File: config.mk
export PLATFORM = sky130hd
export DESIGN_NAME = fetch_pc_unit
export DESIGN_NICKNAME = d
export VERILOG_FILES = /design/src/rtl/cpu_pkg.sv /design/src/rtl/fetch_next_pc.sv /design/src/rtl/fetch_pc_unit.sv
export SDC_FILE = /design/constraint.sdc
export NUM_CORES = 1
export LEC_CHECK = 0
export BUFFER_PORTS_ARGS = -buffer_cell sky130_fd_sc_hd__buf_2
export CAP_MARGIN = 20
export CELL_PAD_IN_SITES_DETAIL_PLACEMENT = 1
export CELL_PAD_IN_SITES_GLOBAL_PLACEMENT = 1
export CORE_MARGIN = 2
export CORE_UTILIZATION = 33
export DETAILED_ROUTE_END_ITERATION = 10
export GPL_ROUTABILITY_DRIVEN = 0
export PLACE_DENSITY = 0.72
export SLEW_MARGIN = 20
export SYNTH_ARGS = -nofsm -noshare
export SYNTH_HDL_FRONTEND = slang
export SYNTH_SLANG_ARGS = --single-unit
File: constraint.sdc
create_clock -name clk -period 2.2 [get_ports clk]
set_clock_uncertainty 0.15 [all_clocks]
set_input_delay 0.11 -clock clk [delete_from_list [all_inputs] [get_ports clk]]
set_output_delay 0.11 -clock clk [all_outputs]
set_load 0.1 [all_outputs]
File: src/rtl/cpu_pkg.sv
// Shared CPU definitions: datapath widths, opcode constants and fetch-stage enums.
// Imported by the fetch stage and its next-PC mux.
package cpu_pkg;

    localparam int unsigned ADDR_W   = 8;
    localparam int unsigned OPCODE_W = 5;
    localparam int unsigned CNT_W    = 16;

    localparam logic [OPCODE_W-1:0] HALT_OP  = 5'b11111;
    localparam logic [ADDR_W-1:0]   RESET_PC = 8'h00;

    typedef enum logic [1:0] {
        IDLE,
        FETCH,
        HALTED
    } fetch_state_e;

    typedef enum logic [1:0] {
        PC_HOLD,
        PC_INC,
        PC_TARGET
    } pc_sel_e;

endpackage

File: src/rtl/fetch_next_pc.sv
// Combinational next-PC mux: hold, increment (wrapping) or load the branch target.
module fetch_next_pc
    import cpu_pkg::*;
(
    input  logic [ADDR_W-1:0] pc,
    input  logic [ADDR_W-1:0] branch_target,
    input  logic [1:0]        sel,
    output logic [ADDR_W-1:0] next_pc
);

    always_comb begin
        next_pc = pc;
        case (sel)
            PC_INC:    next_pc = pc + ADDR_W'(1);
            PC_TARGET: next_pc = branch_target;
            default:   next_pc = pc;
        endcase
    end

endmodule

File: src/rtl/fetch_pc_unit.sv
// Fetch stage: PC register, fetch FSM, instruction-in-flight tracking across the
// memory's registered read, plus a saturating fetch counter.
module fetch_pc_unit
    import cpu_pkg::*;
(
    input  logic                clk,
    input  logic                reset,
    input  logic                run,
    input  logic                stall,
    input  logic                branch_taken,
    input  logic [ADDR_W-1:0]   branch_target,
    input  logic [OPCODE_W-1:0] opcode,
    output logic [ADDR_W-1:0]   address,
    output logic                instRead,
    output logic                inst_valid,
    output logic [ADDR_W-1:0]   inst_pc,
    output logic                halted,
    output logic [CNT_W-1:0]    fetch_count
);

    fetch_state_e      state_q;
    logic [ADDR_W-1:0] pc_q;
    logic [ADDR_W-1:0] pc_d;
    logic [ADDR_W-1:0] inst_pc_q;
    logic              inst_valid_q;
    logic              halted_q;
    logic [CNT_W-1:0]  count_q;
    logic [1:0]        pc_sel;
    logic              fetching;
    logic              halt_seen;

    assign fetching  = (state_q == FETCH);
    assign halt_seen = inst_valid_q && (opcode == HALT_OP);
    assign instRead  = fetching && !stall && !halt_seen && !branch_taken && !reset;

    // Branch outranks halt and stall; outside FETCH the PC never moves.
    always_comb begin
        pc_sel = PC_HOLD;
        if (fetching) begin
            if (branch_taken) begin
                pc_sel = PC_TARGET;
            end else if (!halt_seen && !stall) begin
                pc_sel = PC_INC;
            end
        end
    end

    fetch_next_pc u_next_pc (
        .pc            (pc_q),
        .branch_target (branch_target),
        .sel           (pc_sel),
        .next_pc       (pc_d)
    );

    always_ff @(posedge clk) begin
        if (reset) begin
            state_q      <= IDLE;
            pc_q         <= RESET_PC;
            inst_pc_q    <= '0;
            inst_valid_q <= 1'b0;
            halted_q     <= 1'b0;
            count_q      <= '0;
        end else begin
            pc_q <= pc_d;
            if (instRead && (count_q != '1)) begin
                count_q <= count_q + CNT_W'(1);
            end
            case (state_q)
                IDLE: begin
                    inst_valid_q <= 1'b0;
                    if (run) begin
                        state_q <= FETCH;
                    end
                end
                FETCH: begin
                    if (branch_taken) begin
                        inst_valid_q <= 1'b0;
                    end else if (halt_seen) begin
                        state_q      <= HALTED;
                        halted_q     <= 1'b1;
                        inst_valid_q <= 1'b0;
                    end else if (!stall) begin
                        inst_valid_q <= 1'b1;
                        inst_pc_q    <= pc_q;
                    end
                end
                HALTED: begin
                    inst_valid_q <= 1'b0;
                end
                default: begin
                    state_q      <= IDLE;
                    inst_valid_q <= 1'b0;
                end
            endcase
        end
    end

    assign address     = pc_q;
    assign inst_valid  = inst_valid_q;
    assign inst_pc     = inst_pc_q;
    assign halted      = halted_q;
    assign fetch_count = count_q;

endmodule

==> impl_metrics.tcl <==
set metrics [dict create \
    critPathMaxFanout 29 \
    wl_met3_um 253 \
    drt_iter0_drc 74 \
    worstMarginPinSlew_ps 578 \
    relSlewSlack 0.613 \
    row_count 26 \
    numCtsBuffers 5 \
    worst_ep_required_time_ps 2240 \
    wirelength_um 4670 \
    postSynthCellCount 200 \
    port_buffers 52 \
    dieWidth_um 76.5 \
    cellPowerDensity_nw_per_um2 647 \
    yosysWarnings 0 \
    path_clk_slew_ps 70 \
    synth.distinct_cells 39 \
    dr.pass1.iters 4 \
    place_hpwl_um 3240 \
    crit_type "in2reg" \
    crit_family "buffers and inverters" \
    io_pins 53 \
    endpoint "fetch_count[4]$_SDFFE_PP0P_" \
    cts.sinks 36 \
    antenna_found_initial 0 \
    grt_start_max_net_pins 30 \
    end_kind "register" \
    drc 0 \
    crit_cells 8 \
    seq_area_um2 769 \
    cts_root_buf "clkbuf_8" \
    hp-class "in2reg" \
    wl_met1_um 2160 \
    grt_pass1_wl_um 8380 \
    nFillCells 619 \
    syn_area_um2 1740 \
    yosysSeqAreaShare 0.415 \
    ir_worst_vdd_mv 0.239 \
    min_period_ps 2060 \
    nets 284 \
    multi_input_area_um2 990 \
    synth_edf_count 0 \
    ys_async_sr_fraction 0 \
    antennaDiodeCount 0 \
    ant_nets 0 \
    yosys_most_used_dff "dfxtp_1" \
    die_h_um 76.5 \
    post-route-period-util 0.934 \
    layout-drive-gt1-share 0.374 \
    crit_start "stall" \
    max_stage_delay_ps 530 \
    critPathArrivalTime_ps 2090 \
    dieArea_um2 5860 \
    p_leak_nw 0.951 \
    tns_ps 0 \
    dr_total_vias 1701 \
    syn_to_final_growth_pct 38.7 \
    r2r-end "fetch_count[4]$_SDFFE_PP0P_" \
    cts_max_path_buffers 2 \
    wl_met2_um 2150 \
    path_cells "dlygate4sd3_1 -> buf_2 -> nor4b_4 -> o21ai_2 -> buf_12 -> a211oi_2 -> and3_1 -> mux2_4" \
    htreeDepth 2 \
    grt_use_total 0.177 \
    ff2ff_setup_slack_ps 230 \
    crit_buf_inv 3 \
    start_kind "input pin" \
    ff2ff_path_depth 5 \
    fmax_ghz 0.487 \
    slew_violations 0 \
    slowest_stage "dlygate4sd3_1" \
    wl_per_cell_um 13.9 \
    synth_nets 220 \
    grt_pass1_vias 1773 \
    drv_cap 0 \
    postSynthAreaPerCell_um2 8.68 \
    fp.coreArea_um2 5110 \
    regToRegStartpoint "fetch_count[14]$_SDFFE_PP0P_" \
    setup_violations 0 \
    overflow 0 \
    holdWs_ps 10.7 \
    rsz0062_at_grt "false" \
    ys_ff_latch 36 \
    routed_via_density 5.08 \
    highest_layer "met4" \
    outcome "finished clean" \
    cts_tree "built" \
    clk_latency_ps 300 \
    hold_viol_final 0 \
    initial_utilization 0.340 \
]
-- cells in the mapped netlist, types with 2 or more instances --
| master | number | area [um^2] |
|---|---|---|
| nor4_1 | 4 | 25.0 |
| a2111oi_0 | 3 | 26.3 |
| and3_1 | 3 | 18.8 |
| nand2_1 | 26 | 97.6 |
| nand4_1 | 3 | 18.8 |
| nor2_1 | 30 | 113 |
| xnor2_1 | 14 | 123 |
| buf_2 | 2 | 10.0 |
| inv_1 | 4 | 15.0 |
| clkbuf_1 | 6 | 22.5 |
| nor2b_1 | 4 | 25.0 |
| o311ai_0 | 2 | 17.5 |
| nor4_2 | 3 | 37.5 |
| a2111oi_1 | 2 | 20.0 |
| dfxtp_1 | 36 | 721 |
| a211oi_1 | 6 | 45.0 |
| ha_1 | 2 | 25.0 |
| a21oi_1 | 15 | 75.1 |
| nor3_1 | 4 | 20.0 |
| nand3_1 | 10 | 50.1 |
| mux2i_1 | 3 | 30.0 |
-- worst reg2reg max path: cells and delay by family, from the launching register on --
family | cells | cell delay (ps)
mux | 1 | 290
compound gates | 1 | 170
simple gates | 3 | 870
flops | 1 | 370
-- metal layers --
layer	vias to the layer above	global-route usage
li1	840	-
met2	39	0.287
met3	10	0.0486
met4	0	0.0818
met5	-	0
met1	812	0.218
-- report_power, final --
group,switching (mW),leakage [nW],total (mW),internal (mW)
sequential,0.0182,0.304,0.670,0.652
clock,0.260,0.0729,0.690,0.430
combinational,0.145,0.575,0.199,0.0541
total,0.423,0.951,1.56,1.14
-- layout by cell type (no fill, tap or decap), drive strengths merged, types with 4 or more instances in the layout --
cell type    synthesis  routed
a2111oi              6       6
a211oi               7       7
a21oi               15      15
buf                  3      56
clkbuf               6       9
dfxtp               36      36
dlygate4sd3          0       9
inv                  4       4
nand2               26      26
nand3               11      11
nor2                30      30
nor2b                4       4
nor3                 4       4
nor4                 8       8
xnor2               14      14
-- flip-flops by register name (all words and copies together) (netlist names) --
signal and count:
state_q 2, halted 1, inst_pc 8, address 8, inst_valid 1, fetch_count 16
-- cell type report --
class	instances	share of cell area
well taps	70	0.0364
repair buffers	66	0.167
clock buffers	8	0.0597
multi-input cells	151	0.411
inverters	4	0.00623
flip-flops and latches	36	0.319
-- worst min path at each step --
stage / startpoint / end / slack [ps] / depth (start not counted)
CTS: branch_target[3] / address[3]$_SDFFE_PP0P_ / 20 / 3
finish: branch_target[3] / address[3]$_SDFFE_PP0P_ / 10 / 3
global route: branch_target[3] / address[3]$_SDFFE_PP0P_ / 20 / 3
floorplan: run / state_q[0]$_SDFFE_PP0P_ / 130 / 2
detailed placement: run / state_q[0]$_SDFFE_PP0P_ / 260 / 3
global placement: run / state_q[0]$_SDFFE_PP0P_ / 250 / 3
-- what timing repair did --
| action | CTS | global route |
|---|---|---|
| endpoints found under the setup margin | 0 | 2 |
| buffers inserted | 0 | 0 |
| hold buffers | 9 | 0 |
| gates resized for setup | 0 | 2 |
| hold endpoints to repair | 9 | 0 |
-- kinds of logic after synthesis --
group | after synthesis | share of synthesized area
AO/OA/AOI/OAI | 33 | 0.136
buffers and inverters | 13 | 0.0339
multiplexers | 5 | 0.0324
AND/OR/NAND/NOR | 97 | 0.298
XOR/XNOR | 14 | 0.0706
flip-flops | 36 | 0.415
adder cells (fa/ha/maj) | 2 | 0.0144
-- per-stage QoR --
step | setup slack [ps] | cell area, um^2 | utilization | power [mW] | cells
after global placement | 286 | 2170 | 0.425 | 0.870 | 318
after CTS | 54.4 | 2400 | 0.471 | 1.59 | 335
after global routing | 13.1 | 2410 | 0.472 | 1.62 | 335
final | 145 | 2410 | 0.472 | 1.56 | 335
after detailed placement | 257 | 2170 | 0.425 | 0.872 | 318
after floorplan | -23.0 | 1820 | - | 0.825 | 200
(Power assumes the default switching activity.)
